$ cat config.mk
export PLATFORM = sky130hd
export DESIGN_NAME = rca_pipe
export DESIGN_NICKNAME = d
export VERILOG_FILES = /design/src/rtl/rca_pipe.sv
export SDC_FILE = /design/constraint.sdc
export NUM_CORES = 1
export LEC_CHECK = 0
export CORE_MARGIN = 4
export CORE_UTILIZATION = 40
export CTS_CLUSTER_DIAMETER = 40
export DETAILED_ROUTE_END_ITERATION = 7
export PLACE_DENSITY = 0.7
export SYNTH_ARGS = -nofsm -noshare
export SYNTH_HDL_FRONTEND = slang
export SYNTH_SLANG_ARGS = --single-unit
$ cat constraint.sdc
create_clock -name clk -period 1.94 [get_ports clk]
set_clock_uncertainty 0.2 [all_clocks]
set_input_delay 0.194 -clock clk [delete_from_list [all_inputs] [get_ports clk]]
set_output_delay 0.194 -clock clk [all_outputs]
set_load 0.005 [all_outputs]
$ cat src/rtl/rca_pipe.sv
// rtl/rca_pipe.sv - pipelined ripple-carry adder/subtractor with valid/ready flow control
module rca_pipe #(
  parameter int WIDTH  = 8,
  parameter int STAGES = 2
) (
  input  logic             clk,
  input  logic             rst_n,
  input  logic             in_valid,
  output logic             in_ready,
  input  logic [WIDTH-1:0] a,
  input  logic [WIDTH-1:0] b,
  input  logic             cin,
  input  logic             sub,
  output logic             out_valid,
  input  logic             out_ready,
  output logic [WIDTH-1:0] sum,
  output logic             cout,
  output logic             ovf
);

  localparam int SEG = WIDTH / STAGES;

  logic             r_init;
  logic             w_stall;
  logic             w_adv;
  logic             w_acc;
  logic [WIDTH-1:0] w_b_eff;
  logic             w_c0;

  always_ff @(posedge clk or negedge rst_n) begin
    if (!rst_n) r_init <= 1'b0;
    else        r_init <= 1'b1;
  end

  assign w_stall  = out_valid && !out_ready;
  assign w_adv    = !w_stall;
  assign in_ready = r_init && w_adv;
  assign w_acc    = in_valid && in_ready;
  assign w_b_eff  = sub ? ~b : b;
  assign w_c0     = sub | cin;

  // Stage k adds slice k; upper operand slices shrink by SEG per stage, the sum grows by SEG.
  for (genvar k = 0; k < STAGES; k++) begin : g_st
    localparam int RW = WIDTH - k * SEG;

    logic [RW-1:0]        w_a;
    logic [RW-1:0]        w_b;
    logic                 w_ci;
    logic                 w_vi;
    logic [SEG:0]         w_add;
    logic [(k+1)*SEG-1:0] w_s_next;
    logic                 r_v;
    logic                 r_c;
    logic [(k+1)*SEG-1:0] r_s;

    if (k == 0) begin : g_src
      assign w_a      = a;
      assign w_b      = w_b_eff;
      assign w_ci     = w_c0;
      assign w_vi     = w_acc;
      assign w_s_next = w_add[SEG-1:0];
    end else begin : g_src
      assign w_a      = g_st[k-1].g_skew.r_a;
      assign w_b      = g_st[k-1].g_skew.r_b;
      assign w_ci     = g_st[k-1].r_c;
      assign w_vi     = g_st[k-1].r_v;
      assign w_s_next = {w_add[SEG-1:0], g_st[k-1].r_s};
    end

    assign w_add = {1'b0, w_a[SEG-1:0]} + {1'b0, w_b[SEG-1:0]} + (SEG+1)'(w_ci);

    always_ff @(posedge clk or negedge rst_n) begin
      if (!rst_n) begin
        r_v <= 1'b0;
        r_c <= 1'b0;
        r_s <= '0;
      end else if (w_adv) begin
        r_v <= w_vi;
        if (w_vi) begin
          r_c <= w_add[SEG];
          r_s <= w_s_next;
        end
      end
    end

    if (k < STAGES - 1) begin : g_skew
      logic [RW-SEG-1:0] r_a;
      logic [RW-SEG-1:0] r_b;

      always_ff @(posedge clk or negedge rst_n) begin
        if (!rst_n) begin
          r_a <= '0;
          r_b <= '0;
        end else if (w_adv && w_vi) begin
          r_a <= w_a[RW-1:SEG];
          r_b <= w_b[RW-1:SEG];
        end
      end
    end

    if (k == STAGES - 1) begin : g_last
      logic w_ovf;
      logic r_ovf;

      // a^b^s at the MSB recovers the carry into it
      assign w_ovf = w_a[SEG-1] ^ w_b[SEG-1] ^ w_add[SEG-1] ^ w_add[SEG];

      always_ff @(posedge clk or negedge rst_n) begin
        if (!rst_n)              r_ovf <= 1'b0;
        else if (w_adv && w_vi)  r_ovf <= w_ovf;
      end
    end
  end

  assign out_valid = g_st[STAGES-1].r_v;
  assign sum       = g_st[STAGES-1].r_s;
  assign cout      = g_st[STAGES-1].r_c;
  assign ovf       = g_st[STAGES-1].g_last.r_ovf;

endmodule

==> metrics.md <==
| Metric | Value |
|---|---|
| Ant diodes | `0` |
| Post-synthesis cell count | `104` |
| Final worst-path cycle share | `104%` |
| Critical path peak fanout | `2` |
| Root Driver | `clkbuf_4` |
| First-pass GRT wire length | `3920 um` |
| Warnings from Yosys | `0` |
| Commonest non-fill, non-tap cell in the layout | `clkdlybuf4s50_1` |
| Initial antenna violation count | `0` |
| RSZ-0062 raised after global routing | `yes` |
| Worst Hold Class | `in2async` |
| Vias in the first global route | `935` |
| Startpoint types | `flip-flop` |
| Final Slew Violations | `0` |
| GRT Resource Usage Total | `11.9%` |
| Fin area | `1810 sq um` |
| WL/cell | `11.8 um` |
| Post-DP Area | `1750 sq um` |
| Setup TNS | `-0.145 ns` |
| Yosys reg bits | `26` |
| Crit path kind | `reg2reg` |
| Crit path time final | `2.02 ns` |
| Finished Core Util | `57.8%` |
| Syn Nets | `136` |
| Pin count of the biggest net entering global routing | `27` |
| Setup violators final | `2` |
| Final nets | `178` |
| Most frequent cells in the layout | `30 x clkdlybuf4s50_1, 26 x dfrtp_1, 12 x nand2_1, 10 x o21ai_0, 8 x buf_4` |
| Vias | `871` |
| Synthesis-to-layout area growth | `35.0%` |
| Residual DRC | `0` |
| Async SR Flop Fraction | `100%` |
| Port bufs | `33` |
| WP data arrival | `2.03 ns` |
| WL final | `2230 um` |
| Die ar. | `4340 sq um` |
| Yosys cell types | `22` |
| Share of cells above drive strength 1 | `24.8%` |
| Core area | `3130 sq um` |
| Static Leak | `0.838 nW` |
| Worst VDD drop | `0.000293 V` |
| Crit end category | `flip-flop` |
| Grt ovf | `0` |
| Status | `finished, violations left` |
| Clk sinks | `26` |
| Failing checks | `negative setup slack` |
| Worst skew pair latency | `0.31 ns` |
| DP Worst Slack | `-0.484 ns` |
| CTS clk-pin slew, worst paths | `0.13 ns` |
| CTS Buf Count | `3` |
| Post-route ant nets | `0` |
| IO Pins | `34` |
| Dpl hpwl | `1730 um` |
| H-tree levels | `1` |
| Starting Density | `42.8%` |
| Pwr dens | `1000 nW/um^2` |
| Setup ws final | `-0.0808 ns` |
| Sequential area share after synthesis | `48.6%` |
| Die height | `65.9 um` |
| CTS tree | `yes` |
| EDFF count, synth | `0` |
| Achievable Freq | `0.495 GHz` |
| Die X | `65.9 um` |
| Cell area after synthesis | `1340 sq um` |
| Synthesized area per cell | `12.9 sq um` |
| Iteration-0 DRC Markers | `4` |
| Vias per inst | `4.61` |
| Longest Clk Path Bufs | `2` |
| Main synth FF type | `dfrtp_1` |
| Max-cap violations | `0` |
| # rows | `20` |
| Fill cell count | `299` |
| Final Hold Viols | `0` |
| Placer Congestion | `0.782` |
| Crit path required time | `1.95 ns` |
| Drt first pass iters | `2` |
| CTS Hold Buffers Added | `0` |
| Worst hold margin | `0.0222 ns` |
synth_stat cells, types with 2 or more instances:
cell type / count / area share, %
dfrtp_1: 26 / 49
nand2_1: 12 / 3.4
o21ai_0: 11 / 4.1
mux2_4: 7 / 7.9
xnor2_1: 7 / 4.6
ha_1: 6 / 5.6
xor2_1: 6 / 3.9
mux2_2: 5 / 4.2
a21o_1: 4 / 2.2
fa_1: 4 / 6.0
a21oi_1: 2 / 0.75
a21oi_2: 2 / 1.3
buf_2: 2 / 0.75
buf_6: 2 / 1.7
stage by stage:
step           power (W)  instances
2_1_floorplan    0.00121        104
3_3_place_gp     0.00155        183
3_5_place_dp     0.00157        183
4_1_cts          0.00183        187
5_1_grt          0.00198        189
6_report         0.00182        189
critical path, stage by stage (launching register included):
cell and delay, ns:
dfrtp_1 0.42, fa_2 0.42, fa_2 0.36, a21o_1 0.17, a21oi_2 0.15, xnor2_1 0.13
o21ai_1 0.07
power breakdown:
group	total, W	internal [W]	switching (W)
clock	0.000265	0.000115	0.000150
sequential	0.000809	0.000712	0.0000966
combinational	0.000742	0.000490	0.000252
cells by family after synthesis:
kind of cell,Yosys count,synth area share [%]
AND/OR/NAND/NOR,17,7.48
buffers and inverters,5,2.71
other,1,0.280
AO/OA/AOI/OAI,20,8.78
multiplexers,12,12.1
XOR/XNOR,13,8.50
flip-flops,26,48.6
adder cells (fa/ha/maj),10,11.6
metal layers:
layer  up-vias  track usage, %  part of all wire, %
met5         -               0                    0
met4         0            5.44                 0.76
met2        26            20.7                   54
li1        429               -                    -
met1       414            13.9                   41
met3         2            2.38                  4.4
final cells by class:
class                      count  area (sq um)  share of cell area [%]
sequential                    26           651                    36.0
timing repair buffer          41           390                    21.6
clock buffer                   4          36.3                    2.01
inverter                       1          3.75                   0.208
multi-input combinational     73           672                    37.2
tap                           44          55.1                    3.04
state kept, by name, summed over array words and instances (netlist names), 4 cells and up:
register         cells
sum                  8
g_st.g_skew.r_a      4
g_st.r_s             4
g_st.g_skew.r_b      4
what timing repair did:
| item | 4_1_cts | 5_1_grt |
|---|---|---|
| setup endpoints to repair | 6 | 5 |
| pin swaps | 5 | 8 |
| cloned | 0 | 0 |
| resized for setup | 1 | 5 |
| buffers inserted | 0 | 2 |
final timing paths:
check	startpoint	to	slack [ns]	cells past startpoint
hold reg to reg	cout	cout	0.29	2
min in group clk	sub	g_st[0].g_skew.r_b[1]	0.20	4
max in group asynchronous	rst_n	g_st[0].g_skew.r_a[2]	1.27	2
setup reg to reg	g_st[0].g_skew.r_b[0]	ovf	-0.08	6
setup / recovery	g_st[0].g_skew.r_b[0]	ovf	-0.08	6
hold / removal	rst_n	out_valid	0.02	2
No activity file was read; power rests on OpenSTA's default activity.
